`src/rtl/cp0_exception_unit.sv`:
```
// cp0_exception_unit
// Consumer end of the pipelined exception path. Prioritises the exception
// flags and pending interrupts of the instruction in MEM, updates the CP0
// registers, and requests a pipeline flush plus PC redirect. Also holds the
// CP0 register file (MTC0 from WB, MFC0 from EXE) and the Count/Compare timer.
//
// Ports
//   clk, rst            clock, synchronous active-low reset
//   MEM_*               instruction currently in MEM (valid, exception flags,
//                       PC, data address, store, delay slot, ERET)
//   Ext_Int             level-sensitive hardware interrupt lines
//   WB_CP0Wr/Addr/OutB  MTC0 write port
//   EXE_CP0RdAddr       MFC0 read address, CP0_RdData is its combinational data
//   MEM_Flush, Redirect_Valid, Redirect_PC   single-cycle flush/redirect
//   CP0_Status, CP0_Cause, CP0_EPC           current register values
module cp0_exception_unit #(
    parameter logic [31:0] EXC_VECTOR = 32'hBFC0_0380,
    parameter int          COUNT_DIV  = 2
) (
    input  logic        clk,
    input  logic        rst,
    input  logic        MEM_Valid,
    input  logic [5:0]  MEM_ExceptType,
    input  logic [31:0] MEM_PC,
    input  logic [31:0] MEM_ALUOut,
    input  logic        MEM_DMWr,
    input  logic        MEM_IsInDelaySlot,
    input  logic        MEM_IsEret,
    input  logic [5:0]  Ext_Int,
    input  logic        WB_CP0Wr,
    input  logic [4:0]  WB_CP0Addr,
    input  logic [31:0] WB_OutB,
    input  logic [4:0]  EXE_CP0RdAddr,
    output logic [31:0] CP0_RdData,
    output logic        MEM_Flush,
    output logic        Redirect_Valid,
    output logic [31:0] Redirect_PC,
    output logic [31:0] CP0_Status,
    output logic [31:0] CP0_Cause,
    output logic [31:0] CP0_EPC
);

    localparam logic [4:0] ADDR_BADVADDR = 5'd8;
    localparam logic [4:0] ADDR_COUNT    = 5'd9;
    localparam logic [4:0] ADDR_COMPARE  = 5'd11;
    localparam logic [4:0] ADDR_STATUS   = 5'd12;
    localparam logic [4:0] ADDR_CAUSE    = 5'd13;
    localparam logic [4:0] ADDR_EPC      = 5'd14;

    // Divider phase value on which Count advances (always 0 when COUNT_DIV is 1).
    localparam logic DIV_LAST = (COUNT_DIV == 2) ? 1'b1 : 1'b0;

    // Architectural state, kept as the individual writable/updatable fields.
    logic [31:0] badvaddr_q, badvaddr_d;
    logic [31:0] count_q, count_d;
    logic [31:0] compare_q, compare_d;
    logic [7:0]  im_q, im_d;
    logic        exl_q, exl_d;
    logic        ie_q, ie_d;
    logic        bd_q, bd_d;
    logic        ti_q, ti_d;
    logic [5:0]  ip_hw_q, ip_hw_d;
    logic [1:0]  ip_sw_q, ip_sw_d;
    logic [4:0]  exccode_q, exccode_d;
    logic [31:0] epc_q, epc_d;
    logic        div_q, div_d;

    // Register values with the same-cycle WB write already merged in.
    logic        wr_count_s, wr_compare_s, wr_status_s, wr_cause_s, wr_epc_s;
    logic [31:0] count_w_s, compare_w_s, epc_w_s;
    logic [7:0]  im_w_s;
    logic        exl_w_s, ie_w_s;
    logic [1:0]  ip_sw_w_s;

    logic        int_pend_s;
    logic        exc_taken_s;
    logic [4:0]  exc_code_s;
    logic        bad_pc_s, bad_alu_s;
    logic        eret_take_s;
    logic        tick_s;

    function automatic logic [31:0] status_word(input logic [7:0] im, input logic exl,
                                                input logic ie);
        return {9'd0, 1'b1, 6'd0, im, 6'd0, exl, ie};
    endfunction

    function automatic logic [31:0] cause_word(input logic bd, input logic ti,
                                               input logic [5:0] ip_hw, input logic [1:0] ip_sw,
                                               input logic [4:0] exccode);
        return {bd, ti, 14'd0, ip_hw, ip_sw, 1'b0, exccode, 2'd0};
    endfunction

    // Merge the WB MTC0 write into the register view (write masks applied).
    always_comb begin
        wr_count_s   = WB_CP0Wr && (WB_CP0Addr == ADDR_COUNT);
        wr_compare_s = WB_CP0Wr && (WB_CP0Addr == ADDR_COMPARE);
        wr_status_s  = WB_CP0Wr && (WB_CP0Addr == ADDR_STATUS);
        wr_cause_s   = WB_CP0Wr && (WB_CP0Addr == ADDR_CAUSE);
        wr_epc_s     = WB_CP0Wr && (WB_CP0Addr == ADDR_EPC);
        count_w_s    = wr_count_s   ? WB_OutB : count_q;
        compare_w_s  = wr_compare_s ? WB_OutB : compare_q;
        epc_w_s      = wr_epc_s     ? WB_OutB : epc_q;
        ip_sw_w_s    = wr_cause_s   ? WB_OutB[9:8] : ip_sw_q;
        if (wr_status_s) begin
            im_w_s  = WB_OutB[15:8];
            exl_w_s = WB_OutB[1];
            ie_w_s  = WB_OutB[0];
        end else begin
            im_w_s  = im_q;
            exl_w_s = exl_q;
            ie_w_s  = ie_q;
        end
    end

    // Priority-encode the interrupt and the MEM exception flags.
    always_comb begin
        int_pend_s  = MEM_Valid && ((({ip_hw_q, ip_sw_w_s}) & im_w_s) != 8'd0)
                      && ie_w_s && !exl_w_s;
        exc_taken_s = 1'b1;
        exc_code_s  = 5'h00;
        bad_pc_s    = 1'b0;
        bad_alu_s   = 1'b0;
        if (!MEM_Valid) begin
            exc_taken_s = 1'b0;
        end else if (int_pend_s) begin
            exc_code_s = 5'h00;
        end else if (MEM_ExceptType[5]) begin
            exc_code_s = 5'h04;
            bad_pc_s   = 1'b1;
        end else if (MEM_ExceptType[4]) begin
            exc_code_s = 5'h0A;
        end else if (MEM_ExceptType[3]) begin
            exc_code_s = 5'h0C;
        end else if (MEM_ExceptType[2]) begin
            exc_code_s = 5'h08;
        end else if (MEM_ExceptType[1]) begin
            exc_code_s = 5'h09;
        end else if (MEM_ExceptType[0]) begin
            exc_code_s = MEM_DMWr ? 5'h05 : 5'h04;
            bad_alu_s  = 1'b1;
        end else begin
            exc_taken_s = 1'b0;
        end
        eret_take_s = MEM_Valid && MEM_IsEret && !exc_taken_s;
    end

    // Flush/redirect pulse; an exception always beats ERET.
    always_comb begin
        MEM_Flush      = 1'b0;
        Redirect_Valid = 1'b0;
        Redirect_PC    = 32'd0;
        if (!rst) begin
            MEM_Flush      = 1'b0;
            Redirect_Valid = 1'b0;
            Redirect_PC    = 32'd0;
        end else if (exc_taken_s) begin
            MEM_Flush      = 1'b1;
            Redirect_Valid = 1'b1;
            Redirect_PC    = EXC_VECTOR;
        end else if (eret_take_s) begin
            MEM_Flush      = 1'b1;
            Redirect_Valid = 1'b1;
            Redirect_PC    = epc_w_s;
        end else begin
            MEM_Flush      = 1'b0;
            Redirect_Valid = 1'b0;
            Redirect_PC    = 32'd0;
        end
    end

    // MFC0 read port, bypassing a same-cycle MTC0.
    always_comb begin
        case (EXE_CP0RdAddr)
            ADDR_BADVADDR: CP0_RdData = badvaddr_q;
            ADDR_COUNT:    CP0_RdData = count_w_s;
            ADDR_COMPARE:  CP0_RdData = compare_w_s;
            ADDR_STATUS:   CP0_RdData = status_word(im_w_s, exl_w_s, ie_w_s);
            ADDR_CAUSE:    CP0_RdData = cause_word(bd_q, ti_q, ip_hw_q, ip_sw_w_s, exccode_q);
            ADDR_EPC:      CP0_RdData = epc_w_s;
            default:       CP0_RdData = 32'd0;
        endcase
    end

    // Next-state: WB write first, then timer, then exception/ERET overrides.
    always_comb begin
        tick_s    = (div_q == DIV_LAST);
        div_d     = tick_s ? 1'b0 : (div_q + 1'b1);
        badvaddr_d = badvaddr_q;
        compare_d = compare_w_s;
        im_d      = im_w_s;
        ie_d      = ie_w_s;
        exl_d     = exl_w_s;
        ip_sw_d   = ip_sw_w_s;
        bd_d      = bd_q;
        exccode_d = exccode_q;
        epc_d     = epc_w_s;
        // TI feeds IP7 with a one-cycle sampling delay, like the pins.
        ip_hw_d   = {Ext_Int[5] | ti_q, Ext_Int[4:0]};

        if (wr_count_s) begin
            count_d = WB_OutB;
        end else if (tick_s) begin
            count_d = count_q + 32'd1;
        end else begin
            count_d = count_q;
        end

        // Match is only detected on an increment, so a fresh reset (0 == 0) does not fire.
        if (wr_compare_s) begin
            ti_d = 1'b0;
        end else if (tick_s && !wr_count_s && ((count_q + 32'd1) == compare_q)) begin
            ti_d = 1'b1;
        end else begin
            ti_d = ti_q;
        end

        if (exc_taken_s) begin
            exccode_d = exc_code_s;
            exl_d     = 1'b1;
            // A nested exception keeps the original return point.
            if (!exl_w_s) begin
                epc_d = MEM_IsInDelaySlot ? (MEM_PC - 32'd4) : MEM_PC;
                bd_d  = MEM_IsInDelaySlot;
            end else begin
                epc_d = epc_w_s;
                bd_d  = bd_q;
            end
            if (bad_pc_s) begin
                badvaddr_d = MEM_PC;
            end else if (bad_alu_s) begin
                badvaddr_d = MEM_ALUOut;
            end else begin
                badvaddr_d = badvaddr_q;
            end
        end else if (eret_take_s) begin
            exl_d = 1'b0;
        end else begin
            exl_d = exl_w_s;
        end
    end

    // State registers with synchronous active-low reset.
    always_ff @(posedge clk) begin
        if (!rst) begin
            badvaddr_q <= 32'd0;
            count_q    <= 32'd0;
            compare_q  <= 32'd0;
            im_q       <= 8'd0;
            exl_q      <= 1'b0;
            ie_q       <= 1'b0;
            bd_q       <= 1'b0;
            ti_q       <= 1'b0;
            ip_hw_q    <= 6'd0;
            ip_sw_q    <= 2'd0;
            exccode_q  <= 5'd0;
            epc_q      <= 32'd0;
            div_q      <= 1'b0;
        end else begin
            badvaddr_q <= badvaddr_d;
            count_q    <= count_d;
            compare_q  <= compare_d;
            im_q       <= im_d;
            exl_q      <= exl_d;
            ie_q       <= ie_d;
            bd_q       <= bd_d;
            ti_q       <= ti_d;
            ip_hw_q    <= ip_hw_d;
            ip_sw_q    <= ip_sw_d;
            exccode_q  <= exccode_d;
            epc_q      <= epc_d;
            div_q      <= div_d;
        end
    end

    // Registered views of the main control registers.
    always_comb begin
        CP0_Status = status_word(im_q, exl_q, ie_q);
        CP0_Cause  = cause_word(bd_q, ti_q, ip_hw_q, ip_sw_q, exccode_q);
        CP0_EPC    = epc_q;
    end

endmodule

```
`config.mk`:
```
export PLATFORM = sky130hd
export DESIGN_NAME = cp0_exception_unit
export DESIGN_NICKNAME = d
export VERILOG_FILES = /design/src/rtl/cp0_exception_unit.sv
export SDC_FILE = /design/constraint.sdc
export NUM_CORES = 1
export LEC_CHECK = 0
export ABC_AREA = 1
export CAP_MARGIN = 20
export CORE_MARGIN = 3
export CORE_UTILIZATION = 54
export CTS_CLUSTER_DIAMETER = 120
export DETAILED_ROUTE_END_ITERATION = 8
export PLACE_DENSITY = 0.95
export SYNTH_ARGS = -nofsm -noshare
export SYNTH_HDL_FRONTEND = slang
export SYNTH_SLANG_ARGS = --single-unit
```
`constraint.sdc`:
```
create_clock -name clk -period 5.6 [get_ports clk]
set_input_delay 1.12 -clock clk [delete_from_list [all_inputs] [get_ports clk]]
set_output_delay 1.12 -clock clk [all_outputs]
set_load 0.005 [all_outputs]
```
== Word level (Yosys, flattened, before mapping) ==
Index checks and enable logic that the tools add are counted.
Storage, ports and cells
  output and inout port bits: 162
  register bits after elaboration: 154
  input port bits: 125
  logic and storage cells: 104
Operators by class
  multiplexer cells: 50
  reductions and logical operators: 22
  $add $sub $neg: 3
  bitwise logic cells: 4
  equal/unequal tests: 12
Operators with widths (count)
  32-bit two-way mux: 13
  32-bit one-hot mux with 6 select lines: 1
  5-bit by 4-bit == test with 1-bit output (second input constant): 11
  32-bit by 1-bit adder with 32-bit output (second input constant): 1
  32-bit == test: 1
  32-bit by 3-bit subtractor with 32-bit output (second input constant): 1
  4-bit two-way mux: 7
  1-bit two-way mux: 26
  1-bit logical AND: 12
  8-bit bitwise AND: 1
  8-bit two-way mux: 1
  8-bit nonzero test: 1
  2-bit AND reduction: 2
  2-bit nonzero test: 2
  2-bit OR reduction: 2
  1-bit zero test: 3
  3-bit two-way mux: 1
  2-bit two-way mux: 1
  1-bit NOT: 2
  1-bit adder (second input constant): 1
  1-bit OR: 1

== Depth between registers and ports, before layout ==
  depth after elaboration: 15
  depth in mapped cells: 18

== Least setup slack after synthesis ==
OpenSTA, ideal clock, no wires.
  path kind: input -> output
  start point: input WB_CP0Addr[0]
  end point: output Redirect_Valid
  stages: 12
  setup slack: 1.647 ns
  data arrival time: 2.833 ns
  cells stage by stage: nor3_1 nand2_1 buf_2 nand2_1 o21ai_0 nor3_1 nand2_2 nand2_4 nand2_2 buf_4 a21oi_1 buf_4
On the way
  cells in the longest elaborated chain, start to end: 15
  elaborated cells between the ends (all ways): 21
Ends and longest elaborated chain
  start, declared: line 31  | input logic [4:0] WB_CP0Addr,
  5-bit by 4-bit == test with 1-bit output, on equally long branches: line 98, 97
  1-bit logical AND, on equally long branches: line 98, 97
  2-bit two-way mux / 8-bit two-way mux (equally long branches): line 103, 104
  8-bit bitwise AND: line 117  | int_pend_s = MEM_Valid && ((({ip_hw_q, ip_sw_w_s}) & im_w_s) != 8'd0)
  8-bit nonzero test: line 117
  1-bit logical AND: line 117
  1-bit logical AND: line 118  | && ie_w_s && !exl_w_s;
  1-bit logical AND *: line 118
  1-bit two-way mux *: line 125  | end else if (int_pend_s) begin
  1-bit two-way mux *: line 123  | if (!MEM_Valid) begin
  1-bit zero test: line 144  | eret_take_s = MEM_Valid && MEM_IsEret && !exc_taken_s;
  1-bit logical AND: line 144
  1-bit two-way mux
  1-bit two-way mux * (2 in a row)
  end, declared: line 36  | output logic Redirect_Valid,
Every way passes the cells marked *; elsewhere a longest branch is shown, timed or not.

== Worst setup path after layout ==
  start point: input WB_CP0Addr[3]
  end point: output Redirect_PC[29]
On the way
  cells in the longest elaborated chain, start to end: 15
  elaborated cells between the ends (all ways): 24
Ends and longest elaborated chain
  5-bit by 4-bit == test with 1-bit output, on equally long branches: line 98, 97
  1-bit logical AND, on equally long branches: line 98, 97
  2-bit two-way mux / 8-bit two-way mux (equally long branches): line 103, 104
  8-bit bitwise AND: line 117
  8-bit nonzero test: line 117
  1-bit logical AND: line 117
  1-bit logical AND (2 in a row): line 118
  1-bit two-way mux: line 125
  1-bit two-way mux: line 123
  1-bit zero test: line 144
  1-bit logical AND: line 144
  32-bit two-way mux: line 160  | end else if (eret_take_s) begin
  32-bit two-way mux *: line 156  | end else if (exc_taken_s) begin
  32-bit two-way mux *: line 152  | if (!rst) begin
  end, declared: line 37  | output logic [31:0] Redirect_PC,
Marked as above.

==> flow_summary_export.csv <==
group,metric,value,unit
drt,routed-via-count,13500,
floorplanning,dieArea,0.0221,mm²
sta,slew_headroom,32.9,%
place,hpwl,33500,µm
drt,routed-wl-met3,5730,µm
sta,clock_skew,0.0143,ns
finish,fill_cells,1679,
finish,area_delta_synth_final,28.5,%
place,postPlaceCellArea,0.0134,mm²
clocking,ctsResizeCount,0,
power_and_ir_drop,netSwitchingPower,0.851,mW
logic_synthesis,synth_edf_count,0,
setup_path,crit_type,"input pin to primary output",
setup_path,cp_slowest_cell,"clkdlybuf4s50_1",
drt,firstDrtPassIters,7,
drt,avgViaCountPerCell,5.67,
power_and_ir_drop,internal_power,2.14,mW
floorplanning,rows,51,
finish,finalInstanceArea,0.0141,mm²
sta,max_freq,0.191,GHz
logic_synthesis,ys_seq_area_share,27.9,%
sta,fin_crit_sh,93.5,%
clocking,cts_tree,"yes",
drt,wl_per_cell,18.5,µm
floorplanning,die_w,149,µm
power_and_ir_drop,swShare,28.5,%
floorplanning,coreArea,0.0197,mm²
setup_path,required,4.48,ns
drt,dr_wl_met2,19500,µm
drt,drt_wl_total,43900,µm
logic_synthesis,ys.flop_type,"dfxtp_1",
clocking,cts_setup_buffers,0,
sta,final_hold_viol_count,0,
clocking,h-tree-depth,4,
finish,num_antenna_cells,0,
min_path,hold_path.class,"flop to flop",
sta,worst_pin_slew,1.00,ns
power_and_ir_drop,p_per_area,212,mW/mm²
sta,fin_crit,5.23,ns
place,numPortBuffers,246,
floorplanning,die_height,149,µm
setup_path,crit_arrival,4.11,ns
clocking,cts_inserted_buffers,17,
place,place_ws,0.462,ns
logic_synthesis,async_flop_share,0,%
global_routing,overflow,0,
setup_path,path_common_cell,"nand2_1",
logic_synthesis,synth_cell_type_count,41,
power_and_ir_drop,seq_power_share,39.4,%
drt,final_antenna_net_count,0,
finish,nNetsFinal,2224,
setup_path,cp_slowest_stage_delay,0.53,ns
run_status,status,"completed",
logic_synthesis,netlist_area,0.0110,mm²
setup_path,start_kind,"input pin",
floorplanning,initial_core_util,55.6,%
clocking,cts_sinks,153,
power_and_ir_drop,combPwrFrac,17.9,%
setup_path,crit_chain,"clkdlybuf4s50_1, nand2_1, nor2_1, nand2_1, buf_4, o21ai_0, inv_1, nand2_1, nand2_1, nor2_1, nand2_1, nand2_2, nand2_4, nand2_2, o21ai_0, nand2_1, inv_1, clkdlybuf4s50_1",
floorplanning,io_pins,287,
logic_synthesis,avgSynthCellArea,5.80,µm²
power_and_ir_drop,power.leakage,6.45,nW
setup_path,worst-path-max-fanout,21,
logic_synthesis,syn_inst,1891,
sta,finalMaxSlewViolations,0,
sta,finalSetupTns,0,ns
global_routing,grt_pass1_wl,66300,µm
clocking,clkTransAtPathRegs,0.07,ns
sta,grt_setup_unrepaired,"no",
logic_synthesis,yosysWarnings,0,
drt,route.detailed.drc,0,
drt,drt-initial-drc-count,1965,
setup_path,cp_top_family,"buffers and inverters",
global_routing,grt_pass1_vias,12200,
global_routing,track_usage,38.4,%
drt,top_layer,"met4",
clocking,clockBufferDepth,2,
clocking,clock_latency,0.45,ns
global_routing,antenna_found_initial,0,
finish,drive_gt1_share,3.51,%
drt,met1_length,16700,µm
setup_path,path_buf_inv,5,
place,gp_congestion,1.03,
logic_synthesis,ys_ff_latch,153,
job,cap_violations,0,
sta,timing.final.ws_setup,0.366,ns
global_routing,grt_max_degree,74,
sta,setup_viol,0,
clocking,hold_buffers,0,
setup_path,end_kind,"primary output",
power_and_ir_drop,irDropWorstVdd,0.000161,V
clocking,clockRootBuffer,"clkbuf_16",
power_and_ir_drop,clockPowerShare,42.7,%
[cell usage in the layout, fill, tap and decap left out, types with 18 or more instances in the layout]
cell / Yosys / routed
nand3_1: 131 / 131
o21a_1: 22 / 22
nand2_1: 572 / 572
nor2_1: 315 / 315
nand4_1: 20 / 20
inv_1: 231 / 230
o21ai_0: 93 / 93
clkdlybuf4s50_1: 0 / 245
nor3_1: 18 / 18
mux2i_1: 23 / 23
buf_4: 50 / 26
conb_1: 2 / 40
a21oi_1: 70 / 70
dfxtp_1: 153 / 153
[worst reg2reg max path, stage by stage (launching register included)]
cell and delay, ns:
dfxtp_1 0.40, ha_1 0.22, nand2_1 0.10, nor2_1 0.64, nand3b_1 0.38, o21ai_0 0.40, nand2_1 0.09, nand2_1 0.07
nand2_1 0.05, nor2_1 0.08, nand3_1 0.09, nor2_1 0.15, nand3_1 0.13, a21oi_1 0.13
[final cells by class]
class | count | area, µm² | area share [%]
timing repair buffer | 274 | 2690 | 19.1
multi-input combinational | 1417 | 6490 | 46.0
tap | 265 | 332 | 2.35
inverter | 234 | 878 | 6.23
sequential | 153 | 3060 | 21.7
clock inverter | 13 | 191 | 1.36
clock buffer | 19 | 453 | 3.21
[cells by family (layout without fill, tap and decap cells)]
logic type,after synthesis,after routing,synth area share (%)
flip-flops,153,153,27.9
other,2,40,0.0684
adder cells (fa/ha/maj),2,2,0.228
AND/OR/NAND/NOR,1071,1071,39.2
XOR/XNOR,28,28,2.61
AO/OA/AOI/OAI,253,253,13.5
multiplexers,23,23,2.10
buffers and inverters,359,540,14.3
[metrics by stage]
step           hold slack [ns]  power, mW  util, %  cells
2_1_floorplan            0.460       1.45        -   1929
5_1_grt                  0.534       3.07     71.5   2375
4_1_cts                  0.503       2.96     71.4   2374
6_report                 0.508       2.99     71.5   2375
3_3_place_gp             0.468       1.70     68.1   2342
3_5_place_dp             0.493       1.71     68.1   2342
[registers in the layout (all words and copies together) (netlist names)]
name	flops
compare_q	32
ti_q	1
im_q	8
ip_hw_q	6
exl_q	1
ie_q	1
count_q	32
ip_sw_q	2
badvaddr_q	32
bd_q	1
exccode_q	4
div_q	1
CP0_EPC	32
[cells in the mapped netlist (8+ instances only)]
master,n,area share (%)
nand2_1,572,20
nand3_1,131,6.0
nand4_1,20,1.1
o21a_1,22,1.5
o211ai_1,9,0.62
o2111ai_1,8,0.64
buf_2,19,0.87
xor2_1,15,1.2
clkbuf_1,44,1.5
nor3_1,18,0.82
mux2i_1,23,2.1
a31oi_1,17,0.97
o22ai_1,13,0.74
inv_1,231,7.9
o221ai_1,8,0.64
buf_1,10,0.34
o21ai_0,93,4.2
nor2_1,315,11
xnor2_1,10,0.80
dfxtp_1,153,28
buf_4,50,3.4
a21oi_1,70,3.2
[power by group through the flow]
| stage | combinational [mW] | sequential [mW] | clock [mW] |
|---|---|---|---|
| 2_1_floorplan | 0.269 | 1.19 | 0 |
| 3_3_place_gp | 0.505 | 1.20 | 0 |
| 3_5_place_dp | 0.512 | 1.20 | 0 |
| 4_1_cts | 0.519 | 1.18 | 1.27 |
| 5_1_grt | 0.578 | 1.18 | 1.31 |
| 6_report | 0.536 | 1.18 | 1.28 |
[worst paths after layout]
path	from	to	slack (ns)	cells past startpoint
max	WB_CP0Addr[3]	Redirect_PC[29]	0.37	18
min	exccode_q[0]	exccode_q[0]	0.51	2
max reg2reg	count_q[0]	ti_q	2.61	13
min reg2reg	exccode_q[0]	exccode_q[0]	0.51	2
[metal layers]
metal / vias to the layer above / track usage (%)
met5: - / 0
met4: 0 / 16.0
met3: 138 / 8.44
met2: 1022 / 60.7
met1: 5981 / 51.0
li1: 6318 / -
Power figures use the tool's default switching activity.
